<file path="src/rtl/multicycle_control_unit_if.sv">
// Control/datapath bundle for the multi-cycle MIPS controller.
// master = controller side (drives controls), slave = datapath side.
interface multicycle_control_unit_if #(
    parameter int STATE_W    = 4,
    parameter int ALU_CTRL_W = 3
);
    logic [31:0]           Instr;
    logic                  zero;
    logic                  mem_ready;
    logic                  MemtoReg;
    logic                  RegDst;
    logic                  IorD;
    logic                  ALUSrcA;
    logic                  IRWrite;
    logic                  MemWrite;
    logic                  PCWrite;
    logic                  Branch;
    logic                  RegWrite;
    logic                  PCEn;
    logic [1:0]            PCSrc;
    logic [1:0]            ALUSrcB;
    logic [ALU_CTRL_W-1:0] ALU_Control;
    logic                  illegal;
    logic [STATE_W-1:0]    state;

    modport master (
        input  Instr, zero, mem_ready,
        output MemtoReg, RegDst, IorD, ALUSrcA, IRWrite, MemWrite, PCWrite,
               Branch, RegWrite, PCEn, PCSrc, ALUSrcB, ALU_Control, illegal, state
    );

    modport slave (
        output Instr, zero, mem_ready,
        input  MemtoReg, RegDst, IorD, ALUSrcA, IRWrite, MemWrite, PCWrite,
               Branch, RegWrite, PCEn, PCSrc, ALUSrcB, ALU_Control, illegal, state
    );
endinterface

</file>
<file path="src/rtl/multicycle_control_unit.sv">
// Multi-cycle MIPS controller: Moore FSM with memory-ready stalls plus ALU decode.
// Optional macro MCU_BNE_EN adds a bne branch state (BRNE, encoding 12).
module multicycle_control_unit #(
    parameter bit MEM_HANDSHAKE = 1'b1,
    parameter int STATE_W       = 4,
    parameter int ALU_CTRL_W    = 3
) (
    input logic                      clk,
    input logic                      rst,
    multicycle_control_unit_if.master ctrl_if
);

    typedef enum logic [3:0] {
        FETCH    = 4'd0,
        DECODE   = 4'd1,
        MEMADR   = 4'd2,
        MEMREAD  = 4'd3,
        MEMWB    = 4'd4,
        MEMWRITE = 4'd5,
        EXECUTE  = 4'd6,
        ALUWB    = 4'd7,
        BRANCH   = 4'd8,
        ADDIEXEC = 4'd9,
        ADDIWB   = 4'd10,
        JUMP     = 4'd11,
        BRNE     = 4'd12
    } state_t;

    localparam logic [5:0] OP_RTYPE = 6'b000000;
    localparam logic [5:0] OP_LW    = 6'b100011;
    localparam logic [5:0] OP_SW    = 6'b101011;
    localparam logic [5:0] OP_BEQ   = 6'b000100;
    localparam logic [5:0] OP_ADDI  = 6'b001000;
    localparam logic [5:0] OP_J     = 6'b000010;
`ifdef MCU_BNE_EN
    localparam logic [5:0] OP_BNE   = 6'b000101;
`endif

    state_t     state_q, state_d;
    logic       rdy;
    logic [5:0] opcode;
    logic [5:0] funct;
    logic [1:0] alu_op;
    logic [2:0] alu_ctrl;
    logic       instr_unused;

    logic       mem_to_reg, reg_dst, iord, alu_src_a, ir_write, mem_write;
    logic       pc_write, branch, reg_write, illegal;
    logic [1:0] pc_src, alu_src_b;

    assign rdy          = MEM_HANDSHAKE ? ctrl_if.mem_ready : 1'b1;
    assign opcode       = ctrl_if.Instr[31:26];
    assign funct        = ctrl_if.Instr[5:0];
    assign instr_unused = ^ctrl_if.Instr[25:6];

    always_ff @(posedge clk or posedge rst) begin
        if (rst) state_q <= FETCH;
        else     state_q <= state_d;
    end

    always_comb begin
        state_d    = FETCH;
        mem_to_reg = 1'b0;
        reg_dst    = 1'b0;
        iord       = 1'b0;
        alu_src_a  = 1'b0;
        ir_write   = 1'b0;
        mem_write  = 1'b0;
        pc_write   = 1'b0;
        branch     = 1'b0;
        reg_write  = 1'b0;
        illegal    = 1'b0;
        pc_src     = 2'b00;
        alu_src_b  = 2'b00;
        alu_op     = 2'b00;
        case (state_q)
            FETCH: begin
                alu_src_b = 2'b01;
                ir_write  = rdy;
                pc_write  = rdy;
                state_d   = rdy ? DECODE : FETCH;
            end
            DECODE: begin
                alu_src_b = 2'b11;
                case (opcode)
                    OP_LW, OP_SW: state_d = MEMADR;
                    OP_RTYPE:     state_d = EXECUTE;
                    OP_BEQ:       state_d = BRANCH;
                    OP_ADDI:      state_d = ADDIEXEC;
                    OP_J:         state_d = JUMP;
`ifdef MCU_BNE_EN
                    OP_BNE:       state_d = BRNE;
`endif
                    default: begin
                        state_d = FETCH;
                        illegal = 1'b1;
                    end
                endcase
            end
            MEMADR: begin
                alu_src_a = 1'b1;
                alu_src_b = 2'b10;
                state_d   = (opcode == OP_SW) ? MEMWRITE : MEMREAD;
            end
            MEMREAD: begin
                iord    = 1'b1;
                state_d = rdy ? MEMWB : MEMREAD;
            end
            MEMWB: begin
                mem_to_reg = 1'b1;
                reg_write  = 1'b1;
            end
            // MemWrite stays high for the whole stall so slow memories see a stable request
            MEMWRITE: begin
                iord      = 1'b1;
                mem_write = 1'b1;
                state_d   = rdy ? FETCH : MEMWRITE;
            end
            EXECUTE: begin
                alu_src_a = 1'b1;
                alu_op    = 2'b10;
                state_d   = ALUWB;
            end
            ALUWB: begin
                reg_dst   = 1'b1;
                reg_write = 1'b1;
            end
            BRANCH: begin
                alu_src_a = 1'b1;
                alu_op    = 2'b01;
                pc_src    = 2'b01;
                branch    = 1'b1;
            end
`ifdef MCU_BNE_EN
            BRNE: begin
                alu_src_a = 1'b1;
                alu_op    = 2'b01;
                pc_src    = 2'b01;
                branch    = 1'b1;
            end
`endif
            ADDIEXEC: begin
                alu_src_a = 1'b1;
                alu_src_b = 2'b10;
                state_d   = ADDIWB;
            end
            ADDIWB: begin
                reg_write = 1'b1;
            end
            JUMP: begin
                pc_src   = 2'b10;
                pc_write = 1'b1;
            end
            default: begin
                alu_src_b = 2'b01;
            end
        endcase
        // Async reset already holds state at FETCH; this also kills FETCH's rdy-driven writes
        if (rst) begin
            ir_write  = 1'b0;
            pc_write  = 1'b0;
            mem_write = 1'b0;
            reg_write = 1'b0;
            illegal   = 1'b0;
        end
    end

    always_comb begin
        alu_ctrl = 3'b010;
        case (alu_op)
            2'b00: alu_ctrl = 3'b010;
            2'b01: alu_ctrl = 3'b110;
            2'b10: begin
                case (funct)
                    6'b100000: alu_ctrl = 3'b010;
                    6'b100010: alu_ctrl = 3'b110;
                    6'b100100: alu_ctrl = 3'b000;
                    6'b100101: alu_ctrl = 3'b001;
                    6'b101010: alu_ctrl = 3'b111;
                    default:   alu_ctrl = 3'b010;
                endcase
            end
            default: alu_ctrl = 3'b010;
        endcase
    end

`ifdef MCU_BNE_EN
    logic bne;
    assign bne          = (state_q == BRNE);
    assign ctrl_if.PCEn = pc_write | (branch & (ctrl_if.zero ^ bne));
`else
    assign ctrl_if.PCEn = pc_write | (branch & ctrl_if.zero);
`endif

    assign ctrl_if.MemtoReg    = mem_to_reg;
    assign ctrl_if.RegDst      = reg_dst;
    assign ctrl_if.IorD        = iord;
    assign ctrl_if.ALUSrcA     = alu_src_a;
    assign ctrl_if.IRWrite     = ir_write;
    assign ctrl_if.MemWrite    = mem_write;
    assign ctrl_if.PCWrite     = pc_write;
    assign ctrl_if.Branch      = branch;
    assign ctrl_if.RegWrite    = reg_write;
    assign ctrl_if.PCSrc       = pc_src;
    assign ctrl_if.ALUSrcB     = alu_src_b;
    assign ctrl_if.ALU_Control = ALU_CTRL_W'(alu_ctrl);
    assign ctrl_if.illegal     = illegal;
    assign ctrl_if.state       = STATE_W'(state_q);

endmodule

</file>
<file path="src/flat_wrapper.sv">
// flat-port wrapper written by rule: the top's interface ports become plain ports
module multicycle_control_unit_flat 
#(
    parameter bit MEM_HANDSHAKE = 1'b1,
    parameter int STATE_W       = 4,
    parameter int ALU_CTRL_W    = 3
)
  (clk, rst, ctrl_if_Instr, ctrl_if_zero, ctrl_if_mem_ready, ctrl_if_MemtoReg, ctrl_if_RegDst, ctrl_if_IorD, ctrl_if_ALUSrcA, ctrl_if_IRWrite, ctrl_if_MemWrite, ctrl_if_PCWrite, ctrl_if_Branch, ctrl_if_RegWrite, ctrl_if_PCEn, ctrl_if_PCSrc, ctrl_if_ALUSrcB, ctrl_if_ALU_Control, ctrl_if_illegal, ctrl_if_state);
  multicycle_control_unit_if #(.STATE_W(STATE_W), .ALU_CTRL_W(ALU_CTRL_W)) ctrl_if_i ();
  input logic clk;
  input logic rst;
  input wire logic [$bits(ctrl_if_i.Instr)-1:0] ctrl_if_Instr;
  input wire logic [$bits(ctrl_if_i.zero)-1:0] ctrl_if_zero;
  input wire logic [$bits(ctrl_if_i.mem_ready)-1:0] ctrl_if_mem_ready;
  output wire logic [$bits(ctrl_if_i.MemtoReg)-1:0] ctrl_if_MemtoReg;
  output wire logic [$bits(ctrl_if_i.RegDst)-1:0] ctrl_if_RegDst;
  output wire logic [$bits(ctrl_if_i.IorD)-1:0] ctrl_if_IorD;
  output wire logic [$bits(ctrl_if_i.ALUSrcA)-1:0] ctrl_if_ALUSrcA;
  output wire logic [$bits(ctrl_if_i.IRWrite)-1:0] ctrl_if_IRWrite;
  output wire logic [$bits(ctrl_if_i.MemWrite)-1:0] ctrl_if_MemWrite;
  output wire logic [$bits(ctrl_if_i.PCWrite)-1:0] ctrl_if_PCWrite;
  output wire logic [$bits(ctrl_if_i.Branch)-1:0] ctrl_if_Branch;
  output wire logic [$bits(ctrl_if_i.RegWrite)-1:0] ctrl_if_RegWrite;
  output wire logic [$bits(ctrl_if_i.PCEn)-1:0] ctrl_if_PCEn;
  output wire logic [$bits(ctrl_if_i.PCSrc)-1:0] ctrl_if_PCSrc;
  output wire logic [$bits(ctrl_if_i.ALUSrcB)-1:0] ctrl_if_ALUSrcB;
  output wire logic [$bits(ctrl_if_i.ALU_Control)-1:0] ctrl_if_ALU_Control;
  output wire logic [$bits(ctrl_if_i.illegal)-1:0] ctrl_if_illegal;
  output wire logic [$bits(ctrl_if_i.state)-1:0] ctrl_if_state;
  assign ctrl_if_i.Instr = ctrl_if_Instr;
  assign ctrl_if_i.zero = ctrl_if_zero;
  assign ctrl_if_i.mem_ready = ctrl_if_mem_ready;
  assign ctrl_if_MemtoReg = ctrl_if_i.MemtoReg;
  assign ctrl_if_RegDst = ctrl_if_i.RegDst;
  assign ctrl_if_IorD = ctrl_if_i.IorD;
  assign ctrl_if_ALUSrcA = ctrl_if_i.ALUSrcA;
  assign ctrl_if_IRWrite = ctrl_if_i.IRWrite;
  assign ctrl_if_MemWrite = ctrl_if_i.MemWrite;
  assign ctrl_if_PCWrite = ctrl_if_i.PCWrite;
  assign ctrl_if_Branch = ctrl_if_i.Branch;
  assign ctrl_if_RegWrite = ctrl_if_i.RegWrite;
  assign ctrl_if_PCEn = ctrl_if_i.PCEn;
  assign ctrl_if_PCSrc = ctrl_if_i.PCSrc;
  assign ctrl_if_ALUSrcB = ctrl_if_i.ALUSrcB;
  assign ctrl_if_ALU_Control = ctrl_if_i.ALU_Control;
  assign ctrl_if_illegal = ctrl_if_i.illegal;
  assign ctrl_if_state = ctrl_if_i.state;
  multicycle_control_unit #(.MEM_HANDSHAKE(MEM_HANDSHAKE), .STATE_W(STATE_W), .ALU_CTRL_W(ALU_CTRL_W)) u_core (.clk(clk), .rst(rst), .ctrl_if(ctrl_if_i));
endmodule
</file>
<file path="config.mk">
export PLATFORM = sky130hd
export DESIGN_NAME = multicycle_control_unit_flat
export DESIGN_NICKNAME = d
export VERILOG_FILES = /design/src/rtl/multicycle_control_unit_if.sv /design/src/rtl/multicycle_control_unit.sv /design/src/flat_wrapper.sv
export SDC_FILE = /design/constraint.sdc
export NUM_CORES = 1
export LEC_CHECK = 0
export CELL_PAD_IN_SITES_DETAIL_PLACEMENT = 0
export CELL_PAD_IN_SITES_GLOBAL_PLACEMENT = 2
export CORE_ASPECT_RATIO = 1.4
export CORE_MARGIN = 5
export CORE_UTILIZATION = 14
export CTS_CLUSTER_SIZE = 28
export DETAILED_ROUTE_END_ITERATION = 10
export HOLD_SLACK_MARGIN = 0.06
export PLACE_DENSITY_LB_ADDON = 0.15
export RECOVER_POWER = 100
export SYNTH_ARGS = -nofsm -noshare
export SYNTH_HDL_FRONTEND = slang
export SYNTH_SLANG_ARGS = --single-unit
</file>
<file path="constraint.sdc">
create_clock -name clk -period 1.8 [get_ports clk]
set_clock_uncertainty 0.05 [all_clocks]
set_input_delay 0.45 -clock clk [delete_from_list [all_inputs] [get_ports clk]]
set_output_delay 0.45 -clock clk [all_outputs]
set_load 0.03 [all_outputs]
</file>
==> results of run 1 <==
## logic make-up after synthesis
kind of cell             Yosys count
AND/OR/NAND/NOR                   53
AO/OA/AOI/OAI                     23
buffers and inverters             12
flip-flops                         4
XOR/XNOR                           3
adder cells (fa/ha/maj)            2
## stage by stage
stage               util (%)  TNS, ns  area (µm²)  setup slack, ns
finish                 38.00   -3.630        1946          -0.4266
global route           38.00   -4.571        1946          -0.4658
CTS                    33.50   -3.341        1715          -0.4279
detailed placement     28.76   -3.713        1473          -0.9011
global placement       28.76   -3.736        1473          -0.8830
floorplan                  -  -0.9543       924.6          -0.2614
## Yosys cell counts, types with 2 or more instances
cell       instances
a21oi_1            3
a31oi_1            2
and2b_1            2
buf_2              2
buf_4              2
buf_6              4
dfrtp_1            4
ha_1               2
inv_1              3
nand2_1            9
nand2b_1           4
nand4_1            3
nor2_1             6
nor2b_1            3
nor3_1             6
nor3b_1            5
o2111ai_1          2
o21ai_0            5
or2_1              2
xor2_1             2
## routing by layer
metal	GRT usage (%)	vias to the layer above	wire [µm]
li1	-	525	-
met1	10.43	474	1203
met2	17.96	27	1832
met3	1.160	2	111
met4	4.075	0	25
met5	0	-	0
## power groups by stage
| stage | Sequential [W] | Clock [W] | Combinational (W) |
|---|---|---|---|
| after global placement | 0.000146 | 0 | 0.00107 |
| after detailed placement | 0.000148 | 0 | 0.00107 |
| after global routing | 0.000158 | 0.000194 | 0.00174 |
| final | 0.000156 | 0.000181 | 0.00164 |
| after floorplan | 0.000198 | 0 | 0.000653 |
| after CTS | 0.000155 | 0.000188 | 0.00130 |
## layout make-up
cell class                      count  area, µm²  area share (%)
Multi-Input combinational cell     81      859.6           44.18
Timing Repair Buffer               87      839.6           43.15
Sequential cell                     4      105.1           5.402
Tap cell                           66      82.58           4.244
Clock buffer                        3      41.29           2.122
Inverter                            4      17.52          0.9003
## tightest hold or removal path, delay by kind of cell
kind / cells / cell delay, ns
buffers and inverters: 3 / 0.61
## how the worst max path moves through the flow
stage                                        end                    start  slack, ns  cells after the start
after global placement    ctrl_if_ALU_Control[1]         ctrl_if_Instr[2]      -0.88                      5
after detailed placement  ctrl_if_ALU_Control[1]         ctrl_if_Instr[2]      -0.90                      5
final                           ctrl_if_RegWrite  u_core.ctrl_if.state[0]      -0.43                      6
after floorplan           ctrl_if_ALU_Control[2]  u_core.ctrl_if.state[2]      -0.26                      7
after CTS                 ctrl_if_ALU_Control[0]  u_core.ctrl_if.state[3]      -0.43                      7
after global routing                ctrl_if_PCEn  u_core.ctrl_if.state[0]      -0.47                      6
## timing repair
action                                  CTS  global route
endpoints found under the setup margin   17            18
pin swaps                                 6             9
resized for setup                        58            32
buffers inserted                          7            17
gates cloned                              0             1
==> impl_metrics.toml, run 1 <==
[global_route]
grt_pass1_wl_mm = 5.202
grt_pass1_vias = 1099
grt-ovfl-total = 0
grt_start_max_net_pins = 19
antenna_found_initial = 0
grt_use_total_pct = 9.465

[timing]
fmax_mhz = 449.1
final-setup-viol-count = 17
slew_headroom_pct = 76.16
drv_slew = 0
holdWs_ns = 0.4344
rsz0062_at_grt = "true"
fin_crit_sh_pct = 123.7
min_period_ns = 2.227
final-hold-violation-count = 0
tightest_slew_ns = 0.3576
fin_ws_ns = -0.4266

[synthesis]
synth_area_leaders = "dfrtp_1, buf_6, nor3b_1"
synth_warnings = 0
synth.cell_area_um2 = 732.0
yosysSeqAreaShare_pct = 13.68
synth_top_area_cell = "dfrtp_1"
synth_xor_area_share_pct = 3.590
synth_mux_area_share_pct = 0
synth_cell_types = 46
synth_top_family_by_area = "simple AND/OR/NAND/NOR gates"
synth_compound_area_share_pct = 22.39
syn-num-nets = 135
synth_top_area_share_pct = 13.68
async_reset_ff_share_pct = 100.0
synth_area_per_cell_um2 = 7.546
synth_fa_ha_area_share_pct = 3.419
syn_inst = 97
synth_edf_count = 0
ys_ff_latch = 4
synthSimpleGateAreaFrac_pct = 45.30
synth-main-ff-cell = "dfrtp_1"

[final_layout]
antenna_cells = 0
fin_cells = 245
area_delta_synth_final_pct = 165.8
drive_above_1_share_pct = 68.72
mostFrequentLayoutCell = "buf_4"
largest_reg_flops = 4
final_cell_mix = "buf_4, buf_6, dlygate4sd2_1, nand2_1, clkdlybuf4s50_1"
fill_cells = 548
nets = 219

[power]
switching_share_pct = 42.02
p_leak_nw = 0.8459
p_comb_share_pct = 83.0
net-switching-power_w = 0.0008321
p_int_w = 0.001148
power_density_mw_per_mm2 = 1018
power_w = 0.001980
clkPwrFrac_pct = 9.1
ir_drop_uv = 280.5
power_frac_seq_pct = 7.9

[clock_tree]
clk_latency_ns = 0.21
clockBufferDepth = 2
path_clk_slew_ns = 0.03
root_buffer = "clkbuf_8"
cts_tree = "yes"
tritoncts_num_sinks = 4
cts-buffers-inserted = 3
hold_buffers = 0
htree_num_levels = 1

[critical_path]
path_cells = "clkbuf_1, buf_12, buf_4, or3_4, a21oi_4, buf_6"
arrival_ns = 1.73
cp-end-kind = "primary output"
reg2reg_to = "u_core.ctrl_if.state[0]"
critical_path_buf_inv_count = 4
path_class = "reg2out"
r2r_slack_ns = 0.10
start_kind = "register"
cpPeakStageDelay_ns = 0.41
cp_slowest_cell = "dfrtp_2"
critical_path.max_fanout = 6
worstPathRequired_ns = 1.30
worstRegToRegCells = 6
r2r-start = "u_core.ctrl_if.state[0]"
cpLargestDelayFamily = "buffers and inverters"

[floorplanning]
placementRows = 31
coreArea_mm2 = 0.005120
start_util_pct = 14.30
dieArea_mm2 = 0.006795
io_pins = 58
fp.dieH_um = 95.56
die_w_um = 71.11

[placed_design]
hpwl_mm = 2.363
dp.cells = 221
portBuffers = 37
gp_congestion = 0.7742

[run_status]
outcome = "finished, violations left"
failed_checks = "setup timing"

[drt]
drt-initial-drc-count = 28
routed_wl_mm = 3.172
drc = 0
viasPerCell = 4.196
wl_per_cell_um = 12.95
drt-pass1-iter-count = 4
vias = 1028
antenna_left = 0

[job]
drv_cap = 0

[worst_hold_path]
min_path_type = "in2async"
Power figures use the tool's default switching activity.
==> inputs of run 2 (changes only) <==
--- a/config.mk
+++ b/config.mk
@@ -9,7 +9,7 @@
 export CELL_PAD_IN_SITES_GLOBAL_PLACEMENT = 2
 export CORE_ASPECT_RATIO = 1.4
 export CORE_MARGIN = 5
-export CORE_UTILIZATION = 14
+export CORE_UTILIZATION = 17
 export CTS_CLUSTER_SIZE = 28
 export DETAILED_ROUTE_END_ITERATION = 10
 export HOLD_SLACK_MARGIN = 0.06
==> constraint.sdc (replaced) <==
create_clock -name clk -period 2.6 [get_ports clk]
set_clock_uncertainty 0.05 [all_clocks]
set_input_delay 0.65 -clock clk [delete_from_list [all_inputs] [get_ports clk]]
set_output_delay 0.65 -clock clk [all_outputs]
set_load 0.03 [all_outputs]
==> run 2 against run 1 <==
- the flow now finishes without violations
- clock-buffer cell count unchanged
- worst hold slack better by 0.29 ns
- via count down 12%
- combinational power down 62%
- total power down 58%
- largest power group unchanged
- sequential power down 37%
==> impl_metrics.toml, run 2 (same netlist as run 1, synthesis figures left out) <==
[global_route]
grt_pass1_wl_mm = 4.305
grt_pass1_vias = 916
grtUsageMet2_pct = 17.79
antenna_found_initial = 0
grt-ovfl-total = 0
globalRouteMet3Util_pct = 1.284
use_met1_pct = 10.60
top_usage_layer = "met2"
grt_use_total_pct = 9.349
grt_start_max_net_pins = 17

[placed_design]
dp_slack_ns = -0.4531
hpwl_mm = 2.156
gp_congestion = 0.7163
portBuffers = 37

[final_layout]
area_delta_synth_final_pct = 80.17
mostFrequentLayoutCell = "buf_4"
nets = 193
final_cell_mix = "buf_4, clkdlybuf4s50_1, nand2_1, dlygate4sd3_1"
largest_reg_flops = 4
antenna_cells = 0
drive_above_1_share_pct = 33.33

[floorplanning]
coreArea_mm2 = 0.004204
dieArea_mm2 = 0.005736
io_pins = 58
die_w_um = 65.46
placementRows = 28
start_util_pct = 17.41
fp.dieH_um = 87.64

[drt]
drt-initial-drc-count = 47
routed_wl_mm = 2.545
antenna_left = 0
wl_per_cell_um = 12.85
viasPerCell = 4.561
drt-pass1-iter-count = 5
drc = 0
vias = 903

[timing]
tightest_slew_ns = 0.4288
fmax_mhz = 386.8
fin_ws_ns = 0.01438
fin_tns_setup_ns = 0
fin_crit_sh_pct = 99.45
rsz0062_at_grt = "true"
slew_headroom_pct = 71.20
drv_slew = 0
final-setup-viol-count = 0
min_period_ns = 2.586
final-hold-violation-count = 0

[critical_path]
cpPeakStageDelay_ns = 0.50
worstPathRequired_ns = 1.90
cpLargestDelayFamily = "buffers and inverters"
crit_end = "ctrl_if_ALU_Control[1]"
cp-end-kind = "primary output"
reg2reg_to = "u_core.ctrl_if.state[1]"
r2r-start = "u_core.ctrl_if.state[3]"
path_class = "in2out"
r2r_slack_ns = 1.06
critical_path_buf_inv_count = 2
worstRegToRegCells = 6
start_kind = "input pin"
path_cells = "clkdlybuf4s50_1, nor3b_4, nand2_1, a211o_1, buf_2"
critical_path.max_fanout = 2
crit_start = "ctrl_if_Instr[2]"
cp_slowest_cell = "clkdlybuf4s50_1"
path_depth = 5
arrival_ns = 1.89

[clock_tree]
hold_buffers = 0
path_clk_slew_ns = 0.03
tritoncts_num_sinks = 4
clockBufferDepth = 2
cts_tree = "yes"
root_buffer = "clkbuf_8"
cts-buffers-inserted = 3
clk_latency_ns = 0.21
cts_setup_buffers = 0
htree_num_levels = 1

[power]
p_leak_nw = 0.5986
p_int_w = 0.0004378
clkPwrFrac_pct = 15.2
net-switching-power_w = 0.0004026
ir_drop_uv = 154.9
p_comb_share_pct = 73.2
power_frac_seq_pct = 11.7
power_density_mw_per_mm2 = 637.2
power_w = 0.0008403
switching_share_pct = 47.90

[job]
drv_cap = 0

[worst_hold_path]
min_path_type = "reg2reg"

[run_status]
outcome = "finished clean"
## run 2: cell count changes in the layout (fill, tap and decap cells not counted), moves of 4 or more
cell	before	now
buf_12	4	0
buf_2	0	4
buf_4	40	24
buf_6	25	0
clkdlybuf4s50_1	5	14
dfrtp_1	0	4
dfrtp_2	4	0
dlygate4sd3_1	0	6
nor3_4	4	0
## run 2: cell type report
cell class	count	area, µm²
flip-flops and latches	4	100.1
multi-input cells	81	609.3
repair buffers	61	496.7
inverters	4	15.01
fillers	474	2885
well taps	45	56.30
clock buffers	3	41.29
## run 2: routing by layer
metal	routed length, µm	vias up	share of wire [%]
met5	0	-	0
met4	25	0	0.98
met3	149	3	5.9
met2	1354	24	53
met1	1016	404	40
li1	-	472	-
## run 2: worst min-delay path, delay by kind of cell (launching register included)
kind / cells / cell delay, ns
buf+inv: 2 / 0.34
flops: 1 / 0.33
compound gates: 1 / 0.06
## run 2: worst min-delay path by stage
stage,startpoint,endpoint,slack [ns],cells past startpoint
2_1_floorplan,rst,u_core.ctrl_if.state[0],0.37,1
5_1_grt,u_core.ctrl_if.state[3],u_core.ctrl_if.state[0],0.80,3
3_3_place_gp,u_core.ctrl_if.state[3],u_core.ctrl_if.state[0],0.69,3
6_report,u_core.ctrl_if.state[3],u_core.ctrl_if.state[0],0.73,3
4_1_cts,u_core.ctrl_if.state[3],u_core.ctrl_if.state[0],0.70,3
3_5_place_dp,u_core.ctrl_if.state[3],u_core.ctrl_if.state[0],0.69,3
## run 2: per-stage QoR
stage | instances | hold WS (ns) | util (%) | instance area (µm²)
2_1_floorplan | 97 | 0.3741 | - | 737.0
3_3_place_gp | 195 | 0.6897 | 29.70 | 1249
3_5_place_dp | 195 | 0.6946 | 29.70 | 1249
4_1_cts | 198 | 0.7048 | 30.83 | 1296
5_1_grt | 198 | 0.8031 | 31.37 | 1319
6_report | 198 | 0.7291 | 31.37 | 1319
## run 2: power by group through the flow
stage          combinational [W]  clock [W]  sequential, W
3_3_place_gp            0.000620          0      0.0000947
5_1_grt                 0.000661   0.000138       0.000102
6_report                0.000615   0.000127      0.0000979
4_1_cts                 0.000622   0.000131      0.0000944
3_5_place_dp            0.000627          0      0.0000951
2_1_floorplan           0.000355          0       0.000132
## run 2: what timing repair did
action                                  4_1_cts  5_1_grt
endpoints found under the setup margin        7        5
endpoints found under the hold margin         0        0
pin swaps                                     0        1
gates resized for setup                      10       11
==> inputs of run 3 (changes only) <==
--- a/config.mk
+++ b/config.mk
@@ -13,8 +13,10 @@
 export CTS_CLUSTER_SIZE = 28
 export DETAILED_ROUTE_END_ITERATION = 10
 export HOLD_SLACK_MARGIN = 0.06
+export MAX_ROUTING_LAYER = met4
 export PLACE_DENSITY_LB_ADDON = 0.15
 export RECOVER_POWER = 100
+export SKIP_LAST_GASP = 1
 export SYNTH_ARGS = -nofsm -noshare
 export SYNTH_HDL_FRONTEND = slang
 export SYNTH_SLANG_ARGS = --single-unit
==> run 3 against run 2 <==
- combinational power is essentially flat
- worst hold slack unchanged
- worst setup slack got worse by 0.0015 ns
- largest power group unchanged
- fmax barely moved
- critical path depth unchanged
- routed wire length barely moved
- first-iteration DRC count did not move
- clock-buffer cell count is the same
==> impl_metrics.toml, run 3 (same netlist as run 1, synthesis figures left out) <==
[worst_hold_path]
min_path_type = "reg2reg"

[timing]
tightest_slew_ns = 0.4288
slew_headroom_pct = 71.20
final-setup-viol-count = 0
final-hold-violation-count = 0
fin_ws_ns = 0.01291
drv_slew = 0
rsz0062_at_grt = "true"
min_period_ns = 2.587
fmax_mhz = 386.5
fin_crit_sh_pct = 99.50

[final_layout]
multiInputGateArea_um2 = 609.3
final_core_util_pct = 31.37
largest_reg_flops = 4
fill_cells = 474
drive_above_1_share_pct = 33.33
final_cell_mix = "buf_4, clkdlybuf4s50_1, nand2_1, dlygate4sd3_1"
nets = 193
ff_latch_area_um2 = 100.1
area_delta_synth_final_pct = 80.17
antenna_cells = 0
mostFrequentLayoutCell = "buf_4"

[drt]
antenna_left = 0
routed_wl_mm = 2.543
drc = 0
viasPerCell = 4.586
drt-pass1-iter-count = 4
drt-initial-drc-count = 47
wl_per_cell_um = 12.84
vias = 908

[critical_path]
critical_path_buf_inv_count = 2
cpLargestDelayFamily = "buffers and inverters"
path_cells = "clkdlybuf4s50_1, nor3b_4, nand2_1, a211o_1, buf_2"
cpPeakStageDelay_ns = 0.50
critical_path.max_fanout = 2
start_kind = "input pin"
arrival_ns = 1.89
cp_slowest_cell = "clkdlybuf4s50_1"
path_class = "in2out"
cp-end-kind = "primary output"
worstPathRequired_ns = 1.90

[global_route]
grt_use_total_pct = 9.632
grt_pass1_vias = 916
grt-ovfl-total = 0
antenna_found_initial = 0
grt_start_max_net_pins = 17
grt_pass1_wl_mm = 4.305

[clock_tree]
hold_buffers = 0
htree_num_levels = 1
cts_setup_buffers = 0
cts-buffers-inserted = 3
tritoncts_num_sinks = 4
cts_tree = "yes"
path_clk_slew_ns = 0.03
clk_latency_ns = 0.21
clockBufferDepth = 2
root_buffer = "clkbuf_8"

[placed_design]
portBuffers = 37
gp_congestion = 0.7246
dp_slack_ns = -0.4531
hpwl_mm = 2.156

[floorplanning]
die_w_um = 65.46
placementRows = 28
fp.dieH_um = 87.64
io_pins = 58
dieArea_mm2 = 0.005736
coreArea_mm2 = 0.004204
start_util_pct = 17.41

[job]
drv_cap = 0

[power]
p_leak_nw = 0.5986
ir_drop_uv = 155.1
power_density_mw_per_mm2 = 637.3

[run_status]
outcome = "finished clean"
run 3: cell counts in the layout (fill, tap and decap cells not counted):
Identical to the previous run, type by type.
run 3: final cells by class:
cell class                      instances  area share (%)
Clock buffer                            3           3.131
Inverter                                4           1.139
Multi-Input combinational cell         81           46.21
Sequential cell                         4           7.590
Tap cell                               45           4.269
Timing Repair Buffer                   61           37.67
run 3: path summary, 6_finish.rpt:
check                                         from                 endpoint  slack (ns)  depth (start not counted)
hold / removal             u_core.ctrl_if.state[3]  u_core.ctrl_if.state[0]        0.73                          3
setup reg to reg           u_core.ctrl_if.state[3]  u_core.ctrl_if.state[1]        1.06                          6
hold reg to reg            u_core.ctrl_if.state[3]  u_core.ctrl_if.state[0]        0.73                          3
max in group asynchronous                      rst  u_core.ctrl_if.state[2]        1.41                          3
min in group asynchronous                      rst  u_core.ctrl_if.state[1]        0.91                          3
setup / recovery                  ctrl_if_Instr[2]   ctrl_if_ALU_Control[1]        0.01                          5
run 3: through the flow:
step            TNS, ns  power [W]  cell area (µm²)  hold WS (ns)  std cells
6_report              0  0.0008405             1319        0.7291        198
5_1_grt        -0.01234  0.0009005             1319        0.8031        198
4_1_cts        -0.05754  0.0008478             1296        0.7048        198
3_5_place_dp    -0.5205  0.0007225             1249        0.6946        195
3_3_place_gp    -0.4703  0.0007144             1249        0.6897        195
2_1_floorplan         0  0.0004869            737.0        0.3741         97
run 3: worst register-to-register path: stages, from the launching register on:
cell,delay [ns]
dfrtp_1,0.36
clkbuf_4,0.13
buf_4,0.19
or2_0,0.24
buf_4,0.15
a311o_1,0.27
nand4_1,0.09
run 3: report_power, final:
group          switching (W)  internal (W)  total (W)
Clock              0.0000290     0.0000984   0.000127
Sequential         0.0000193     0.0000786  0.0000979
Combinational       0.000354      0.000261   0.000615
Total               0.000403      0.000438   0.000840
run 3: per-layer routing:
metal / vias up / track usage [%] / wire [µm]
li1: 472 / - / -
met1: 405 / 10.68 / 1017
met2: 28 / 17.79 / 1354
met3: 3 / 1.155 / 145
met4: 0 / 2.830 / 25
met5: - / - / 0
run 3: repair_timing:
action / in CTS / in global routing
resized for setup: 10 / 11
pin swaps: 0 / 1
setup endpoints to repair: 7 / 5
